### src/rtl/osd_text_blit_ctrl.sv
// osd_text_blit_ctrl: CLEAR/SCROLL_UP blit engine on the OSD text RAM host port, CPU writes take priority.
// Define OSD_BLIT_VBLANK_EN to restrict engine steps to vertical blank (vde_in=0).
module osd_text_blit_ctrl #(
  parameter logic [19:0] TEXT_BASE = 20'h01000,
  parameter int          RD_LAT    = 2
) (
  input  logic        clk,
  input  logic        reset,
  input  logic        cmd_valid,
  output logic        cmd_ready,
  input  logic [1:0]  cmd_op,
  input  logic [7:0]  cmd_fill,
  output logic        busy,
  output logic        done,
  input  logic        cpu_wr_ena,
  input  logic [19:0] cpu_addr,
  input  logic [7:0]  cpu_wr_data,
  input  logic        vde_in,
  output logic        ram_wr_ena,
  output logic [19:0] ram_addr,
  output logic [7:0]  ram_wr_data,
  input  logic [7:0]  ram_rd_data
);
  localparam logic [2:0] S_IDLE    = 3'd0;
  localparam logic [2:0] S_CLR_WR  = 3'd1;
  localparam logic [2:0] S_SC_RD   = 3'd2;
  localparam logic [2:0] S_SC_WAIT = 3'd3;
  localparam logic [2:0] S_SC_WR   = 3'd4;
  localparam logic [2:0] S_SC_FILL = 3'd5;
  localparam logic [2:0] S_FIN     = 3'd6;
  localparam logic [2:0] LAT       = 3'(RD_LAT);
  logic [2:0] state_q, state_d;
  logic [8:0] idx_q, idx_d;
  logic [7:0] fill_q, fill_d;
  logic [7:0] data_q, data_d;
  logic [2:0] cnt_q, cnt_d;
  logic       grant;
  logic       eng_we;
  logic [19:0] eng_addr;
  logic [7:0]  eng_data;
`ifdef OSD_BLIT_VBLANK_EN
  assign grant = !cpu_wr_ena && !vde_in;
`else
  logic unused_vde;
  assign unused_vde = vde_in;
  assign grant = !cpu_wr_ena;
`endif
  assign cmd_ready = (state_q == S_IDLE) && !reset;
  assign busy      = state_q != S_IDLE;
  assign done      = state_q == S_FIN;
  always_comb begin
    state_d  = state_q;
    idx_d    = idx_q;
    fill_d   = fill_q;
    data_d   = data_q;
    cnt_d    = cnt_q;
    eng_we   = 1'b0;
    eng_addr = 20'h0;
    eng_data = 8'h0;
    case (state_q)
      S_IDLE: if (cmd_valid) begin
        fill_d  = cmd_fill;
        idx_d   = 9'd0;
        state_d = cmd_op[1] ? S_FIN : (cmd_op[0] ? S_SC_RD : S_CLR_WR);
      end
      S_CLR_WR, S_SC_FILL: begin
        eng_we   = grant;
        eng_addr = TEXT_BASE + {11'b0, idx_q};
        eng_data = fill_q;
        if (grant) begin
          idx_d   = idx_q + 9'd1;
          state_d = (idx_q == 9'd511) ? S_FIN : state_q;
        end
      end
      S_SC_RD: begin
        eng_addr = TEXT_BASE + {11'b0, idx_q + 9'd32};
        if (grant) begin
          cnt_d   = LAT;
          state_d = S_SC_WAIT;
        end
      end
      // the RAM already holds the read address, so waiting is never stalled
      S_SC_WAIT: begin
        eng_addr = TEXT_BASE + {11'b0, idx_q + 9'd32};
        cnt_d    = cnt_q - 3'd1;
        if (cnt_q == 3'd1) begin
          data_d  = ram_rd_data;
          state_d = S_SC_WR;
        end
      end
      S_SC_WR: begin
        eng_we   = grant;
        eng_addr = TEXT_BASE + {11'b0, idx_q};
        eng_data = data_q;
        if (grant) begin
          idx_d   = idx_q + 9'd1;
          state_d = (idx_q == 9'd479) ? S_SC_FILL : S_SC_RD;
        end
      end
      S_FIN: state_d = S_IDLE;
      default: state_d = S_IDLE;
    endcase
  end
  assign ram_wr_ena  = cpu_wr_ena || eng_we;
  assign ram_addr    = cpu_wr_ena ? cpu_addr : eng_addr;
  assign ram_wr_data = cpu_wr_ena ? cpu_wr_data : eng_data;
  always_ff @(posedge clk or posedge reset) begin
    if (reset) begin
      state_q <= S_IDLE;
      idx_q   <= 9'd0;
      fill_q  <= 8'h0;
      data_q  <= 8'h0;
      cnt_q   <= 3'd0;
    end else begin
      state_q <= state_d;
      idx_q   <= idx_d;
      fill_q  <= fill_d;
      data_q  <= data_d;
      cnt_q   <= cnt_d;
    end
  end
endmodule

### config.mk
export PLATFORM = sky130hd
export DESIGN_NAME = osd_text_blit_ctrl
export DESIGN_NICKNAME = d
export VERILOG_FILES = /design/src/rtl/osd_text_blit_ctrl.sv
export SDC_FILE = /design/constraint.sdc
export NUM_CORES = 1
export LEC_CHECK = 0
export CAP_MARGIN = 20
export CORE_MARGIN = 2
export CORE_UTILIZATION = 35
export CTS_CLUSTER_SIZE = 20
export DETAILED_ROUTE_END_ITERATION = 8
export PLACE_DENSITY = 0.75
export SYNTH_ARGS = -nofsm -noshare
export SYNTH_HDL_FRONTEND = slang
export SYNTH_SLANG_ARGS = --single-unit
### constraint.sdc
create_clock -name clk -period 3.8 [get_ports clk]
set_input_delay 1.14 -clock clk [delete_from_list [all_inputs] [get_ports clk]]
set_output_delay 1.14 -clock clk [all_outputs]
set_load 0.01 [all_outputs]
---- Word-level counts from Yosys, hierarchy flattened ----
Cells that the tools add are included.
storage, ports and cells
  flip-flop bits (word level) ............. 31
  input port bits ......................... 51
operators by class
  add/sub/neg operators ................... 5
  equal/unequal tests ..................... 16
  multiplexer cells ....................... 20
  reductions and logical operators ........ 16
operator list
  cell                                                                   number
  13-bit by 9-bit adder with 14-bit output, first input constant         2
  14-bit case mux with 2 select lines                                    1
  3-bit 2-to-1 mux                                                       9
  20-bit 2-to-1 mux                                                      1
  9-bit equality test, second input constant                             2
  9-bit 2-to-1 mux                                                       2
  9-bit case mux with 2 select lines                                     1
  8-bit case mux with 2 select lines                                     1
  3-bit case mux with 5 select lines                                     1
  2-bit != test, second input constant                                   7
  9-bit by 1-bit adder with 9-bit output, second input constant          1
  9-bit by 6-bit adder with 9-bit output, second input constant          1
  3-bit equality test, second input constant                             3
  8-bit 2-to-1 mux                                                       1
  3-bit by 1-bit equality test with 1-bit output, second input constant  2
  3-bit by 2-bit equality test with 1-bit output, second input constant  2
  3-bit case mux with 2 select lines                                     1
  2-bit AND reduction                                                    3
  6-bit AND reduction                                                    1
  2-bit nonzero test                                                     2
  2-bit OR reduction                                                     2
  3-bit zero test                                                        1
  3-bit AND reduction                                                    1
  3-bit nonzero test                                                     1
  7 further kinds                                                        8

---- Longest topological paths before layout ----
Gate-level depths: netlist (run 1).
  depth in word-level cells ............... 4
  depth in mapped cells ................... 8
  gate-level depth less buffers ........... 8

---- Least setup slack after synthesis (run 1) ----
No wires, ideal clock.
  kind .................................... input -> output
  start point ............................. input cpu_wr_ena
  end point ............................... output ram_addr[5]
  arrival ................................. 1873 ps
  data required time ...................... 2660 ps
  path slack .............................. 787 ps
  cell stages on the path ................. 4
  buffers on the path ..................... 2
  cells stage by stage .................... clkbuf_1 -> clkbuf_1 -> nand2_1 -> o21ai_0
on the way
  cells in the longest elaborated chain, start to end .. 1
RTL lines
  item               RTL line  source
  start, declared    15        input logic cpu_wr_ena,
  20-bit 2-to-1 mux  105       assign ram_addr = cpu_wr_ena ? cpu_addr : eng_addr;
  end, declared      20        output logic [19:0] ram_addr,
Every way passes these cells.

---- Worst setup path after layout (run 1) ----
  start point ............................. input cpu_wr_ena
  end point ............................... output ram_addr[4]
The elaborated chain is that of the path after synthesis.

==> qor.txt, run 1 <==
unrepaired setup endpoints after global routing = no
Final #Nets = 356
# DRC = 0
reg2reg start = state_q[0]
fin cells = 373
Die Height = 78.78 microns
Die Area = 0.006206 sq mm
Startpoint Class = primary input
Post-CTS Setup Inserts = 0
Final HPWL DP = 3826 microns
initial antenna violation count = 0
run status = complete, no violations
CTS sink cnt = 31
Post-Synthesis Cells = 215
top_reg_cell synth = dfrtp_1
clock root cell = clkbuf_8
TritonRoute pass-1 iters = 4
Avg Cell Area, Syn = 9.102 sq um
Synth area leader = dfrtp_1
total power = 1659 uW
Vias/cell = 5.040
Placed Area = 0.002864 sq mm
worst stage delay on the critical path = 0.53 ns
hold crit path type = reg2reg
first-pass GRT wire length = 8238 microns
Ys Warns = 0
Slew Viols, Final = 0
final WL = 5155 microns
fillers = 473
I/O pin count = 83
WL per Instance = 13.82 microns
Clock Skews = 0.002981 ns
PwrDens = 556.3 mW/mm^2
hold-critical path endpoint = cnt_q[0]
Antenna diodes = 0
CTS tree = built
Internal = 1038 uW
Max-Slew Margin vs Limit = 55.60%
hold path cells = 1
total CTS buffers = 5
sw frac = 37.39%
GR Util met3 = 3.864%
CTS Buffer Depth = 2
sequential share of the synthesized area = 39.64%
Worst Path Max Fanout = 6
global route hottest layer = met2
min Tclk post-route = 3.499 ns
Final Hold Vio Count = 0
post-route cell area = 0.002982 sq mm
clk slew on worst S/H paths = 0.07 ns
GRT Total Usage = 16.61%
Tcrit/Tclk final = 92.08%
post-route ant nets = 0
largest net degree at the start of global routing = 32
Synth area leaders = dfrtp_1 40%, mux2_2 9.2%, o21ai_0 5.1%
Reg2Reg Depth = 3
Post-synth EDFFs = 0
logic gate share of total power = 46.1%
Sw Pwr = 620.2 uW
Inst Count DP = 364
Initial Util = 35.98%
Worst-Margin Slew = 0.6600 ns
Req. time, crit path = 2.66 ns
Synth Register Bits = 31
Congestion Overflow GR = 0
Reg2Reg Setup Slack = 1.75 ns
Worst EP arrival = 2.36 ns
GR Layer Usage met1 = 22.29%
CP max stage cell = clkdlybuf4s50_1
leakage power = 0.001243 uW
Mapped Nets = 271
worst vdd ir = 0.2776 mV
Area Overhead vs Synth = 52.37%
Rows = 27
post-synth cell types = 40
clk_lat worst skew = 0.28 ns
H-tree Lvls = 2
Synth Cell Area = 0.001957 sq mm
FMAX = 285.8 MHz
Core Region = 0.005439 sq mm
Die Width = 78.78 microns
DR iter-0 viols = 140
routed vias = 1880
Seq pwr share = 36.7%
fraction of layout cells with a size suffix above 1 = 12.96%
Setup TNS Final = 0 ns
Crit Path Class = in2out
port buffer count = 81
Critical Path, Cell by Cell = dlymetal6s2s_1 -> a21oi_1 -> and2_2 -> a22o_1 -> clkdlybuf4s50_1
GPL Wtd Cong = 0.8506
asr flop ratio synth = 100.0%
met2 global-route usage = 26.84%
hold_sp = cnt_q[0]
CP Capture Type = primary output
number of global-route vias before repair = 1735
Critical R2R Capture = fill_q[1]
Clock power frac = 17.2%
final core utilization = 54.82%
Final setup viols = 0
Synth top area share = 39.64%
max_cap viols = 0
[metrics by stage]
stage	hold slack, ns	setup slack (ns)
3_5_place_dp	0.4987	-0.03730
6_report	0.5092	0.3011
5_1_grt	0.5229	0.1868
2_1_floorplan	0.4780	0.7870
4_1_cts	0.5127	0.002168
3_3_place_gp	0.4910	-0.02952
[worst max-delay path, delay by kind of cell]
| kind | cells | cell delay, ns |
|---|---|---|
| AO/OA/AOI/OAI | 2 | 0.27 |
| buffers and inverters | 2 | 0.73 |
| AND/OR/NAND/NOR | 1 | 0.22 |
[logic make-up after synthesis]
kind of cell / Yosys count / synth area share (%)
AND/OR/NAND/NOR: 72 / 18.61
AO/OA/AOI/OAI: 61 / 21.74
flip-flops: 31 / 39.64
buffers and inverters: 24 / 4.859
multiplexers: 17 / 9.719
XOR/XNOR: 5 / 2.238
adder cells (fa/ha/maj): 5 / 3.197
[per-layer routing]
| layer | up-vias | part of all wire (%) |
|---|---|---|
| met3 | 6 | 6.8 |
| met4 | 0 | 1.1 |
| met2 | 69 | 46 |
| met1 | 875 | 46 |
| met5 | - | 0 |
| li1 | 930 | - |
[power groups by stage]
stage | logic [uW] | clock network, uW | registers [uW]
floorplan | 515 | 0 | 548
global placement | 753 | 0 | 608
detailed placement | 766 | 0 | 614
CTS | 772 | 290 | 610
global route | 845 | 303 | 633
finish | 764 | 285 | 609
[worst max path at each step]
stage                     cells past startpoint     endpoint  slack (ns)        from
after floorplan                               4  ram_addr[5]        0.79  cpu_wr_ena
after global placement                        5  ram_addr[8]       -0.03  cpu_wr_ena
after detailed placement                      5  ram_addr[8]       -0.04  cpu_wr_ena
after CTS                                     5  ram_addr[4]       0.002  cpu_wr_ena
after global routing                          5  ram_addr[6]        0.19  state_q[0]
final                                         5  ram_addr[4]        0.30  cpu_wr_ena
[sequential cells by signal (all words and copies together), names as in the netlist]
| signal | count |
|---|---|
| state_q | 3 |
| idx_q | 9 |
| data_q | 8 |
| fill_q | 8 |
| cnt_q | 3 |
[cell usage after synthesis (2+ instances only)]
library cell  instances
a211oi_1              2
a21o_1                3
a21oi_1              10
a22o_1                5
a22oi_1              10
and2_1               12
and3_1                2
clkbuf_1              8
dfrtp_1              31
ha_1                  5
inv_1                13
mux2_2               16
nand2_1              15
nand2b_1              4
nand3_1               6
nor2_1               19
nor2b_1               4
nor3_1                3
nor4_1                2
o211ai_1              2
o21ai_0              20
xnor2_1               5
[placed cells by master, fill, tap and decap left out, drive strengths merged, types with 2 or more instances in the layout]
cell type / synthesis / routed
a22oi: 10 / 10
dlymetal6s2s: 0 / 2
and3: 2 / 2
and2: 12 / 12
a22o: 5 / 5
nand2: 15 / 15
o21bai: 2 / 2
clkdlybuf4s50: 0 / 78
nor2: 21 / 21
dfrtp: 31 / 31
mux2: 16 / 16
xnor2: 5 / 5
inv: 13 / 13
a21o: 3 / 3
a21oi: 11 / 11
o21ai: 20 / 20
nor2b: 4 / 4
clkbuf: 8 / 8
nand2b: 4 / 4
o211ai: 2 / 2
ha: 5 / 5
a2111oi: 2 / 2
nand3: 6 / 6
a211oi: 2 / 2
nor4: 2 / 2
buf: 3 / 8
nor3: 3 / 3
[cell type report]
cell class	count	area, sq um	area share (%)
multi-input cells	160	1087	36.47
inverters	13	48.80	1.637
clock buffers	8	100.1	3.357
flip-flops and latches	31	775.7	26.02
well taps	72	90.09	3.021
repair buffers	89	879.6	29.50
[repair_timing]
item | CTS | global route
gates resized for setup | 4 | 2
endpoints found under the setup margin | 7 | 19
hold buffers | 0 | 0
cloned | 0 | 1
No activity file was read; power rests on OpenSTA's default activity.
==> run 2, diff against run 1 <==
--- a/config.mk
+++ b/config.mk
@@ -10,7 +10,7 @@
 export CORE_UTILIZATION = 35
 export CTS_CLUSTER_SIZE = 20
 export DETAILED_ROUTE_END_ITERATION = 8
-export PLACE_DENSITY = 0.75
+export PLACE_DENSITY = 0.68
 export SYNTH_ARGS = -nofsm -noshare
 export SYNTH_HDL_FRONTEND = slang
 export SYNTH_SLANG_ARGS = --single-unit
==> qor.txt, run 2 (synthesized netlist as in run 1, its figures left out) <==
FMAX = 273.4 MHz (-4.3%)
post-route ant nets = 0 (unchanged)
Final #Nets = 356 (unchanged)
DR iter-0 viols = 158 (+13%)
post-route cell area = 0.002958 sq mm (-0.80%)
Startpoint Class = primary input
Core Region = 0.005439 sq mm (unchanged)
# DRC = 0 (unchanged)
clk slew on worst S/H paths = 0.07 ns (about the same)
Worst EP arrival = 2.52 ns (+0.16 ns)
unrepaired setup endpoints after global routing = no
Placed Area = 0.002864 sq mm (unchanged)
Largest Register = idx_q
first-pass GRT wire length = 8652 microns (+5.0%)
register area = 775.7 sq um (unchanged)
leakage power = 0.001209 uW (-2.8%)
CP Capture Type = primary output
Final HPWL DP = 4048 microns (+5.8%)
Tcrit/Tclk final = 96.26% (+4.2 points)
max_cap viols = 0 (unchanged)
Worst Path Max Fanout = 29 (+23)
Rows = 27 (unchanged)
worst vdd ir = 0.2922 mV (+5.2%)
most frequent cells in the layout = 80 x clkdlybuf4s50_1, 31 x dfrtp_1, 20 x o21ai_0
CTS Hold Buffers Added = 0 (unchanged)
number of global-route vias before repair = 1835 (+5.8%)
Largest register FFs = 9 (unchanged)
CTS tree = built
final core utilization = 54.38% (-0.44 points)
port buffer count = 81 (unchanged)
Die Area = 0.006206 sq mm (unchanged)
Worst-Margin Slew = 0.5849 ns (-0.07510 ns)
total CTS buffers = 5 (unchanged)
Slew Viols, Final = 0 (unchanged)
Reg2Reg Setup Slack = 1.76 ns (about the same)
I/O pin count = 83 (unchanged)
Final Hold Vio Count = 0 (unchanged)
Setup TNS Final = 0 ns (unchanged)
Area Overhead vs Synth = 51.15%
clk_lat worst skew = 0.28 ns (about the same)
fraction of layout cells with a size suffix above 1 = 12.96% (unchanged)
routed vias = 1907 (+1.4%)
clock root cell = clkbuf_8
Antenna diodes = 0 (unchanged)
GRT Total Usage = 17.70% (+1.1 points)
Max-Slew Margin vs Limit = 60.65% (+5.1 points)
GPL Wtd Cong = 0.8694 (+2.2%)
Top Registers = idx_q (9), data_q (8), fill_q (8)
run status = complete, no violations
fillers = 501 (+5.9%)
Die Width = 78.78 microns (unchanged)
CTS sink cnt = 31 (unchanged)
Req. time, crit path = 2.66 ns (about the same)
Clock Skews = 0.005467 ns (+0.002486 ns)
min Tclk post-route = 3.658 ns (+0.1591 ns)
Vias/cell = 5.113 (+1.4%)
TritonRoute pass-1 iters = 4 (unchanged)
area of the multi-input gates = 0.001087 sq mm (unchanged)
commonest non-fill, non-tap cell in the layout = clkdlybuf4s50_1
Crit Path Class = in2out
largest net degree at the start of global routing = 32 (unchanged)
WL per Instance = 14.32 microns (+3.6%)
Initial Util = 35.98% (unchanged)
CTS Buffer Depth = 2 (unchanged)
PwrDens = 552.6 mW/mm^2 (-0.67%)
hold crit path type = reg2reg
Final setup viols = 0 (unchanged)
final WL = 5343 microns (+3.6%)
Congestion Overflow GR = 0 (unchanged)
Die Height = 78.78 microns (unchanged)
H-tree Lvls = 2 (unchanged)
initial antenna violation count = 0 (unchanged)
## run 2: cell types whose count changed in the layout (fill, tap and decap cells not counted)
cell and delta:
clkbuf_8 -2, clkdlybuf4s50_1 +2, dlymetal6s2s_1 -2, buf_4 +1, buf_6 -1, clkinv_2 +1, clkinvlp_4 +1
## run 2: per-layer routing
layer | vias to the layer above | GRT usage (%) | part of all wire (%)
met5 | - | 0 | 0
met4 | 0 | 5.789 | 1.5
met3 | 9 | 6.250 | 9.2
met2 | 80 | 28.21 | 46
met1 | 888 | 22.41 | 44
li1 | 930 | - | -
## run 2: area by class of cell
class	count	area share, %
flip-flops and latches	31	26.23
multi-input cells	160	36.76
repair buffers	89	29.44
clock inverters	2	0.4230
inverters	13	1.650
clock buffers	6	2.453
well taps	72	3.046
## run 2: critical path: stages
cell	delay [ns]
dlygate4sd2_1	0.32
buf_4	0.32
nand2_1	0.08
o21ai_0	0.08
clkdlybuf4s50_1	0.57
## run 2: per-stage QoR
step	total power [uW]	hold slack, ns	instances	setup WS, ns
3_5_place_dp	1382	0.4975	364	-0.08848
3_3_place_gp	1364	0.4909	364	-0.08651
4_1_cts	1641	0.5129	373	0.1428
5_1_grt	1753	0.5318	373	0.03657
6_report	1634	0.5156	373	0.1420
2_1_floorplan	1063	0.4780	215	0.7870
## run 2: worst paths after layout
path,from,cells after the start,to
min in group asynchronous,reset,3,fill_q[4]
worst min-delay path,data_q[7],1,data_q[7]
worst min register to register,data_q[7],1,data_q[7]
max in group asynchronous,reset,3,fill_q[1]
worst max register to register,state_q[1],4,data_q[1]
worst max-delay path,cpu_wr_ena,5,ram_wr_data[0]
## run 2: report_power, final
group / switching [uW] / internal [uW] / total (uW)
logic: 382 / 401 / 782
registers: 128 / 471 / 598
clock network: 126 / 128 / 253
total: 635 / 999 / 1630
## run 2: timing repair
item	4_1_cts	5_1_grt
gates resized for setup	3	0
setup endpoints to repair	18	0
buffers inserted	0	0
==> run 3, diff against run 2 <==
--- a/config.mk
+++ b/config.mk
@@ -11,6 +11,7 @@
 export CTS_CLUSTER_SIZE = 20
 export DETAILED_ROUTE_END_ITERATION = 8
 export PLACE_DENSITY = 0.68
+export REMOVE_ABC_BUFFERS = 1
 export SYNTH_ARGS = -nofsm -noshare
 export SYNTH_HDL_FRONTEND = slang
 export SYNTH_SLANG_ARGS = --single-unit
==> qor.txt, run 3 (synthesized netlist as in run 1, its figures left out) <==
run status = complete, no violations
reg2reg start = state_q[2]
most frequent cells in the layout = 80 x clkdlybuf4s50_1, 31 x dfrtp_1, 20 x o21ai_0
Core Region = 0.005439 sq mm (unchanged)
Rows = 27 (unchanged)
port buffer count = 81 (unchanged)
H-tree Lvls = 2 (unchanged)
I/O pin count = 83 (unchanged)
Post-CTS Resized = 6 (+3)
PwrDens = 572.2 mW/mm^2 (+3.5%)
Post-CTS Setup Inserts = 0 (unchanged)
Max-Slew Margin vs Limit = 61.89% (+1.2 points)
CTS tree = built
TritonRoute pass-1 iters = 4 (unchanged)
WL per Instance = 13.54 microns (-5.5%)
clock root cell = clkbuf_8
Antenna diodes = 0 (unchanged)
Final Hold Vio Count = 0 (unchanged)
FMAX = 279.9 MHz (+2.4%)
Clock Skews = 0.009478 ns (+0.004011 ns)
CP Capture Type = primary output
Vias/cell = 5.056 (-1.1%)
leakage power = 0.001235 uW (+2.1%)
Critical Path, Cell by Cell = dlygate4sd2_1 -> a21oi_1 -> and2_4 -> a22o_1 -> clkdlybuf4s50_1
Die Area = 0.006206 sq mm (unchanged)
CTS sink cnt = 31 (unchanged)
Final HPWL DP = 3738 microns (-7.7%)
Req. time, crit path = 2.66 ns (about the same)
first-pass GRT wire length = 8673 microns (+0.24%)
Slew Viols, Final = 0 (unchanged)
# DRC = 0 (unchanged)
Area Overhead vs Synth = 53.45%
Worst EP arrival = 2.43 ns (-0.09 ns)
unrepaired setup endpoints after global routing = no
Worst Setup EP = ram_addr[1]
clk_lat worst skew = 0.29 ns (about the same)
CTS Hold Buffers Added = 0 (unchanged)
Largest Register = idx_q
total power = 1718 uW (+5.1%)
Congestion Overflow GR = 0 (unchanged)
Startpoint Class = primary input
GPL Wtd Cong = 0.8182 (-5.9%)
GRT Total Usage = 17.65% (-0.054 points)
Largest register FFs = 9 (unchanged)
Critical R2R Capture = data_q[5]
routed vias = 1886 (-1.1%)
worst stage delay on the critical path = 0.53 ns (-0.04 ns)
final WL = 5050 microns (-5.5%)
Die Height = 78.78 microns (unchanged)
Tcrit/Tclk final = 94.01% (-2.2 points)
Final setup viols = 0 (unchanged)
initial antenna violation count = 0 (unchanged)
Worst Path Max Fanout = 6 (-79%)
Die Width = 78.78 microns (unchanged)
number of global-route vias before repair = 1869 (+1.9%)
Reg2Reg Depth = 4 (unchanged)
clk slew on worst S/H paths = 0.06 ns (about the same)
Crit Path Class = in2out
max_cap viols = 0 (unchanged)
worst vdd ir = 0.2970 mV (+1.6%)
Final #Nets = 356 (unchanged)
Top Registers = idx_q (9), data_q (8), fill_q (8)
CP max stage cell = clkdlybuf4s50_1
fraction of layout cells with a size suffix above 1 = 13.29% (+0.33 points)
total CTS buffers = 5 (unchanged)
post-route ant nets = 0 (unchanged)
DR iter-0 viols = 73 (-54%)
largest net degree at the start of global routing = 32 (unchanged)
commonest non-fill, non-tap cell in the layout = clkdlybuf4s50_1
min Tclk post-route = 3.573 ns (-0.08548 ns)
Hold WS = 0.5068 ns (-0.008767 ns)
CTS Buffer Depth = 2 (unchanged)
Worst-Margin Slew = 0.5705 ns (-0.01439 ns)
crit path from = cpu_wr_ena
hold crit path type = reg2reg
Initial Util = 35.98% (unchanged)
Reg2Reg Setup Slack = 1.73 ns (-0.03 ns)
run 3: cell types whose count changed in the layout (fill, tap and decap cells not counted), sizes merged:
| cell | previous run | this run |
|---|---|---|
| bufinv | 0 | 1 |
| clkinvlp | 1 | 0 |
run 3: worst min-delay path by stage:
stage	startpoint	end	slack, ns	cells past startpoint
floorplan	cnt_q[0]	cnt_q[0]	0.48	1
global placement	data_q[0]	data_q[0]	0.49	1
detailed placement	data_q[7]	data_q[7]	0.50	1
CTS	fill_q[4]	fill_q[4]	0.51	1
global route	fill_q[4]	fill_q[4]	0.52	1
finish	data_q[5]	data_q[5]	0.51	1
run 3: layout make-up:
| type | instances | area (sq um) |
|---|---|---|
| Inverter | 13 | 48.80 |
| Fill cell | 506 | 2436 |
| Multi-Input combinational cell | 160 | 1089 |
| Sequential cell | 31 | 775.7 |
| Timing Repair Buffer | 89 | 882.1 |
| Clock buffer | 6 | 82.58 |
| Clock inverter | 2 | 35.03 |
| Tap cell | 72 | 90.09 |
run 3: stage by stage:
stage               cells  setup TNS [ns]  util, %  setup WS [ns]  area, sq um
detailed placement    365         -0.7994    52.80       -0.09782         2872
global placement      365         -0.7265    52.80        -0.1038         2872
global route          373               0    55.21         0.1439         3003
floorplan             204               0        -          1.036         1911
CTS                   373               0    55.21         0.2243         3003
finish                373               0    55.21         0.2274         3003
run 3: worst max-delay path: cells and delay by family:
family / cells / cell delay (ns)
simple gates: 1 / 0.20
buf+inv: 2 / 0.83
compound gates: 2 / 0.26
run 3: power by group:
| part | internal (uW) | switching, uW | total [uW] | leakage [uW] |
|---|---|---|---|---|
| Clock | 212 | 130 | 342 | 0.0000612 |
| Combinational | 403 | 369 | 772 | 0.000785 |
| Sequential | 474 | 130 | 604 | 0.000389 |
| Total | 1090 | 629 | 1720 | 0.00123 |
run 3: routing by layer:
layer | vias to the layer above | track usage, % | part of all wire [%]
li1 | 933 | - | -
met1 | 865 | 22.93 | 44
met2 | 83 | 27.69 | 44
met3 | 5 | 6.591 | 11
met4 | 0 | 4.737 | 1.1
met5 | - | 0 | 0
